--- src/rtl/sram_arb_pkg.sv ---
// sram_arb_pkg -- shared types and constants for the SRAM port arbiter.
//   state_t : controller state (ST_INIT zero-fill, ST_RUN normal arbitration)
//   req_t   : one requester's request bundle (valid, write, addr, wdata)
// The macro geometry constants describe the 12288x32 single-port macro.
package sram_arb_pkg;

    localparam int SRAM_ADDR_W = 14;
    localparam int SRAM_DATA_W = 32;
    localparam int SRAM_DEPTH  = 12288;
    localparam int STARVE_W    = 4;     // holds STARVE_MAX values 1..15

    typedef enum logic [0:0] {
        ST_INIT = 1'b0,
        ST_RUN  = 1'b1
    } state_t;

    typedef struct packed {
        logic                   valid;
        logic                   write;
        logic [SRAM_ADDR_W-1:0] addr;
        logic [SRAM_DATA_W-1:0] wdata;
    } req_t;

endpackage

--- src/rtl/sram_arb_grant.sv ---
// sram_arb_grant -- two-port priority arbiter with starvation protection.
//   clock, reset (async, active-low)
//   run         : arbitration enabled (low during reset and zero-fill)
//   req0_valid  : port 0 request (normal priority winner)
//   req1_valid  : port 1 request
//   grant[1:0]  : one-hot grant, bit N = port N, all zero when nobody wins
// Port 1 is forced through once it has been refused STARVE_MAX cycles in a row.
module sram_arb_grant
    import sram_arb_pkg::*;
#(
    parameter int STARVE_MAX = 4
) (
    input  logic       clock,
    input  logic       reset,
    input  logic       run,
    input  logic       req0_valid,
    input  logic       req1_valid,
    output logic [1:0] grant
);

    localparam logic [STARVE_W-1:0] STARVE_LIM = STARVE_W'(STARVE_MAX);

    logic [STARVE_W-1:0] starve_cnt_reg;
    logic [STARVE_W-1:0] starve_cnt_next;
    logic                force1;

    always_comb begin
        force1 = (starve_cnt_reg == STARVE_LIM) && req1_valid;
        grant  = 2'b00;
        if (run) begin
            if (req1_valid && (force1 || !req0_valid)) begin
                grant = 2'b10;
            end else if (req0_valid) begin
                grant = 2'b01;
            end
        end
    end

    // Counts consecutive refused cycles; any gap in port 1 demand forgets history.
    always_comb begin
        starve_cnt_next = starve_cnt_reg;
        if (!run || !req1_valid || grant[1]) begin
            starve_cnt_next = '0;
        end else if (starve_cnt_reg != STARVE_LIM) begin
            starve_cnt_next = starve_cnt_reg + 1'b1;
        end
    end

    always_ff @(posedge clock or negedge reset) begin
        if (!reset) begin
            starve_cnt_reg <= '0;
        end else begin
            starve_cnt_reg <= starve_cnt_next;
        end
    end

endmodule

--- src/rtl/sram_port_arbiter.sv ---
// sram_port_arbiter -- controller/arbiter in front of one single-port SRAM macro.
//   clock, reset        : rising-edge clock, async active-low reset
//   req0_* / resp0_*    : port 0 (core, priority) request handshake and read response
//   req1_* / resp1_*    : port 1 (DMA/maintenance) request handshake and read response
//   sram_en/wmode/addr/wdata/rdata : RW0-style macro interface, rdata one cycle after read
//   init_busy           : high while the post-reset zero-fill runs
// Optional macro SRAM_ARB_INIT_EN: adds the INIT state that zero-fills all DEPTH
// entries after reset before any request is accepted.
module sram_port_arbiter
    import sram_arb_pkg::*;
#(
    parameter int ADDR_W     = SRAM_ADDR_W,
    parameter int DATA_W     = SRAM_DATA_W,
    parameter int DEPTH      = SRAM_DEPTH,
    parameter int STARVE_MAX = 4
) (
    input  logic              clock,
    input  logic              reset,
    input  logic              req0_valid,
    output logic              req0_ready,
    input  logic              req0_write,
    input  logic [ADDR_W-1:0] req0_addr,
    input  logic [DATA_W-1:0] req0_wdata,
    output logic              resp0_valid,
    output logic [DATA_W-1:0] resp0_rdata,
    output logic              resp0_err,
    input  logic              req1_valid,
    output logic              req1_ready,
    input  logic              req1_write,
    input  logic [ADDR_W-1:0] req1_addr,
    input  logic [DATA_W-1:0] req1_wdata,
    output logic              resp1_valid,
    output logic [DATA_W-1:0] resp1_rdata,
    output logic              resp1_err,
    output logic              sram_en,
    output logic              sram_wmode,
    output logic [ADDR_W-1:0] sram_addr,
    output logic [DATA_W-1:0] sram_wdata,
    input  logic [DATA_W-1:0] sram_rdata,
    output logic              init_busy
);

    localparam logic [ADDR_W:0] DEPTH_V = (ADDR_W + 1)'(DEPTH);

    req_t              req [2];
    state_t            state;
    logic [ADDR_W-1:0] init_addr;
    logic              run;
    logic              filling;
    logic [1:0]        grant;
    logic              any_grant;
    logic              sel_write;
    logic [ADDR_W-1:0] sel_addr;
    logic [DATA_W-1:0] sel_wdata;
    logic              in_range;

    logic              rsp_valid_reg;
    logic              rsp_port_reg;
    logic              rsp_err_reg;
    logic [1:0]        resp_valid;
    logic [1:0]        resp_err;
    logic [DATA_W-1:0] resp_rdata [2];

    assign req[0] = '{valid: req0_valid, write: req0_write, addr: req0_addr, wdata: req0_wdata};
    assign req[1] = '{valid: req1_valid, write: req1_write, addr: req1_addr, wdata: req1_wdata};

`ifdef SRAM_ARB_INIT_EN
    localparam logic [ADDR_W-1:0] LAST_ADDR = ADDR_W'(DEPTH - 1);

    logic [ADDR_W-1:0] init_cnt_reg;

    always_ff @(posedge clock or negedge reset) begin
        if (!reset) begin
            state        <= ST_INIT;
            init_cnt_reg <= '0;
        end else if (state == ST_INIT) begin
            if (init_cnt_reg == LAST_ADDR) begin
                state        <= ST_RUN;
                init_cnt_reg <= '0;
            end else begin
                init_cnt_reg <= init_cnt_reg + 1'b1;
            end
        end
    end

    assign init_addr = init_cnt_reg;
`else
    assign state     = ST_RUN;
    assign init_addr = '0;
`endif

    // Reset is folded in so nothing is granted or driven while it is held.
    assign run       = reset && (state == ST_RUN);
    assign filling   = reset && (state == ST_INIT);
    assign init_busy = (state == ST_INIT);

    sram_arb_grant #(
        .STARVE_MAX (STARVE_MAX)
    ) u_grant (
        .clock      (clock),
        .reset      (reset),
        .run        (run),
        .req0_valid (req[0].valid),
        .req1_valid (req[1].valid),
        .grant      (grant)
    );

    assign req0_ready = grant[0];
    assign req1_ready = grant[1];
    assign any_grant  = |grant;
    assign sel_write  = grant[1] ? req[1].write : req[0].write;
    assign sel_addr   = grant[1] ? req[1].addr  : req[0].addr;
    assign sel_wdata  = grant[1] ? req[1].wdata : req[0].wdata;
    assign in_range   = ({1'b0, sel_addr} < DEPTH_V);

    always_comb begin
        sram_en    = 1'b0;
        sram_wmode = 1'b0;
        sram_addr  = '0;
        sram_wdata = '0;
        if (filling) begin
            sram_en    = 1'b1;
            sram_wmode = 1'b1;
            sram_addr  = init_addr;
        end else if (any_grant) begin
            // Out-of-range accesses are accepted but never reach the macro.
            sram_en    = in_range;
            sram_wmode = sel_write;
            sram_addr  = sel_addr;
            sram_wdata = sel_wdata;
        end
    end

    // One-deep response tag aligned with the macro's one-cycle read latency.
    always_ff @(posedge clock or negedge reset) begin
        if (!reset) begin
            rsp_valid_reg <= 1'b0;
            rsp_port_reg  <= 1'b0;
            rsp_err_reg   <= 1'b0;
        end else begin
            rsp_valid_reg <= any_grant && !sel_write;
            rsp_port_reg  <= grant[1];
            rsp_err_reg   <= !in_range;
        end
    end

    generate
        for (genvar gi = 0; gi < 2; gi++) begin : g_resp
            assign resp_valid[gi] = rsp_valid_reg && (rsp_port_reg == 1'(gi));
            assign resp_err[gi]   = resp_valid[gi] && rsp_err_reg;
            assign resp_rdata[gi] = (resp_valid[gi] && !rsp_err_reg) ? sram_rdata : '0;
        end
    endgenerate

    assign resp0_valid = resp_valid[0];
    assign resp0_err   = resp_err[0];
    assign resp0_rdata = resp_rdata[0];
    assign resp1_valid = resp_valid[1];
    assign resp1_err   = resp_err[1];
    assign resp1_rdata = resp_rdata[1];

endmodule

--- config.mk ---
export PLATFORM = sky130hd
export DESIGN_NAME = sram_port_arbiter
export DESIGN_NICKNAME = d
export VERILOG_FILES = /design/src/rtl/sram_arb_pkg.sv /design/src/rtl/sram_arb_grant.sv /design/src/rtl/sram_port_arbiter.sv
export SDC_FILE = /design/constraint.sdc
export NUM_CORES = 1
export LEC_CHECK = 0
export CAP_MARGIN = 20
export CELL_PAD_IN_SITES_DETAIL_PLACEMENT = 0
export CELL_PAD_IN_SITES_GLOBAL_PLACEMENT = 1
export CORE_MARGIN = 2
export CORE_UTILIZATION = 13
export DETAILED_ROUTE_END_ITERATION = 7
export GPL_ROUTABILITY_DRIVEN = 1
export PLACE_DENSITY = 0.77
export SETUP_SLACK_MARGIN = 0.2
export SLEW_MARGIN = 20
export SYNTH_ARGS = -nofsm -noshare
export SYNTH_HDL_FRONTEND = slang
export SYNTH_SLANG_ARGS = --single-unit
--- constraint.sdc ---
create_clock -name clock -period 1.9 [get_ports clock]
set_input_delay 0.38 -clock clock [delete_from_list [all_inputs] [get_ports clock]]
set_output_delay 0.38 -clock clock [all_outputs]
set_load 0.1 [all_outputs]
==> results.md <==
- Status: complete, but fails checks
- Failing checks: negative setup slack
- Crit path launch type: input port
- Io pins: 249
- Vert. Die Dim: 121 microns
- Post-synth top area cell: mux2_2
- Most frequent CP cell: buf_12
- Worst path depth: 7
- Overall Global Routing Usage: 0.134
- Tcrit/Tclk final: 1.30
- Yosys top cell area share: 0.277
- Syn avg cell area: 6.77 sq um
- Via count: 2814
- Drt wl/cell: 14.9 microns
- Die area: 14700 sq um
- Core ar.: 13300 sq um
- Synthesized area: 1790 sq um
- Synth Instances: 264
- Routability cong.: 0.760
- Max IR drop VDD: 0.000230 V
- First-pass GRT wire length: 15400 microns
- CP endpoint kind: output pin
- Utilization after layout: 0.504
- Min-Delay Path Class: in2async
- Setup CP Type: in2out
- Max Transition Viols Final: 0
- Vias per cell: 3.90
- Layout area overhead: 277%
- Post-Syn Nets: 396
- Commonest cells in the netlist: and2_1, nor2_1, inv_1
- Clock Path Buffers: 2
- Hold buffer count at cts: 0
- Antenna cells: 0
- Leakage: 3.04 nW
- Sequential fraction of the synthesis area: 0.0980
- Post-DP HPWL: 8880 microns
- Worst Reg2Reg Path Length in Cells: 7
- Setup repair after global routing missed its margin: true
- Die X: 121 microns
- Crit Path Max Fanout: 10
- Synth Flop Type: dfrtp_1
- Power Dens Cells: 380 nW/um^2
- Largest net degree at the start of global routing: 25
- Skew-Pair Late Insertion Delay: 0.23 ns
- Final-report setup violation count: 113
- Fin worst setup slack: -0.568 ns
- Number of global-route vias before repair: 3079
- Post-synth EDFFs: 0
- Final Hold Violating Endpoints: 0
- Fmax: 0.405 GHz
- Distinct cells, synth: 26
- Pre-CTS worst setup slack: -0.661 ns
- CTS buffer count: 3
- First drt pass iteration count: 4
- Critical-path cell list: clkdlybuf4s50_1 > and2_1 > a21boi_4 > buf_12 > buf_12 > mux2_4 > buf_12
- R2R setup slack: 0.19 ns
- Crit path buffers/inverters: 4
- TNS Setup: -31.74 ns
- Crit-path slowest cell: clkdlybuf4s50_1
- # rows: 42
- Clk sinks: 7
- Delay-heaviest family, CP: buffers and inverters
- Initial DRC count: 35
- H-Tree Depth: 1
- CP Data Arrival Time: 2.09 ns
- Most common cell in the synthesized netlist: and2_1
- # nets final: 679
- Top area cells in the synthesized netlist: mux2_2, and2_1, nor2_1
- TritonCTS clock tree: built
- DRT Wirelength: 10800 microns
- Max FFs per register: 4
- Layout cells sized above 1: 0.542
- Synth warn: 0
- GRT overflow: 0
- Clock skew: 0.00138 ns
- Clk slew on worst S/H paths: 0.04 ns
- Routed Antenna Nets: 0
- Initial antenna violation count: 0
- CTS root buf: clkbuf_16
- CP Data Required Time: 1.52 ns
- Critical Path Max Stage Delay: 0.47 ns
- FFs w/ async S/R, synth: 1.00
- # port buffers: 247
- Residual DRC: 0
- Max cap viols: 0
- Synth Register Bits: 7
- Fin crit period: 2.47 ns
- Starting density of the core: 0.134
==> worst reg2reg max path, delay by kind of cell, from the launching register on <==
family	cells	cell delay, ns
flip-flops	1	0.38
buffers and inverters	3	0.38
multiplexers	1	0.28
AO/OA/AOI/OAI	1	0.27
AND/OR/NAND/NOR	1	0.15
adder cells (fa/ha/maj)	1	0.13
==> cell usage in the layout, fill, tap and decap left out, drive strengths merged, types with 3 or more instances in the layout <==
master / n
inv: 50
and2: 67
clkdlybuf4s50: 127
clkbuf: 8
nor2b: 3
nor2: 53
mux2: 48
buf: 161
dfrtp: 7
nand3: 3
==> metrics by stage <==
step / power [mW] / std cells / hold slack (ns) / area, sq um
6_report: 2.56 / 722 / 0.299 / 6730
5_1_grt: 2.65 / 722 / 0.323 / 6730
4_1_cts: 2.55 / 714 / 0.330 / 6530
3_5_place_dp: 2.13 / 697 / 0.540 / 6240
3_3_place_gp: 2.12 / 697 / 0.520 / 6240
2_1_floorplan: 1.27 / 264 / 0.0844 / 2230
==> per-layer routing <==
layer	share of wire	track usage
met1	0.31	0.125
met2	0.56	0.270
met3	0.12	0.0503
met4	0.011	0.0330
met5	0	0
==> kinds of logic (layout without fill, tap and decap cells) <==
| family | after synthesis | after routing | synth area share |
|---|---|---|---|
| other | 1 | 1 | 0.00210 |
| xor gates and xnor gates | 2 | 2 | 0.00980 |
| DFF | 7 | 7 | 0.0980 |
| AOI/OAI and AO/OA | 6 | 6 | 0.0294 |
| and+or+nand+nor | 131 | 131 | 0.381 |
| buffers and inverters | 67 | 349 | 0.163 |
| muxes | 48 | 48 | 0.302 |
| adders and majority gates | 2 | 2 | 0.0140 |
==> worst paths after layout <==
check / from / endpoint
max: req1_valid / sram_wdata[10]
min: reset / u_grant.starve_cnt_reg[1]
max reg2reg: u_grant.starve_cnt_reg[1] / rsp_valid_reg
min reg2reg: u_grant.starve_cnt_reg[0] / u_grant.starve_cnt_reg[0]
max in group asynchronous: reset / rsp_port_reg
min in group clock: u_grant.starve_cnt_reg[0] / u_grant.starve_cnt_reg[0]
==> repair_timing <==
| action | CTS | global route |
|---|---|---|
| setup buffers | 9 | 4 |
| endpoints found under the setup margin | 116 | 115 |
| pin swaps | 3 | 3 |
| hold endpoints to repair | 0 | 0 |
| resized for setup | 10 | 14 |
| cloned | 4 | 4 |
==> report_power, final <==
group	total, mW	switching, mW	internal [mW]
clock network	0.357	0.0778	0.279
registers	0.164	0.00906	0.155
logic	2.04	1.12	0.914
==> cell type report <==
class	count	area (sq um)
fill	1177	6620
multi-input combinational	190	1720
clock buffer	4	78.8
sequential	7	176
inverter	50	188
timing repair buffer	295	4350
tap	176	220
Power figures use the tool's default switching activity.
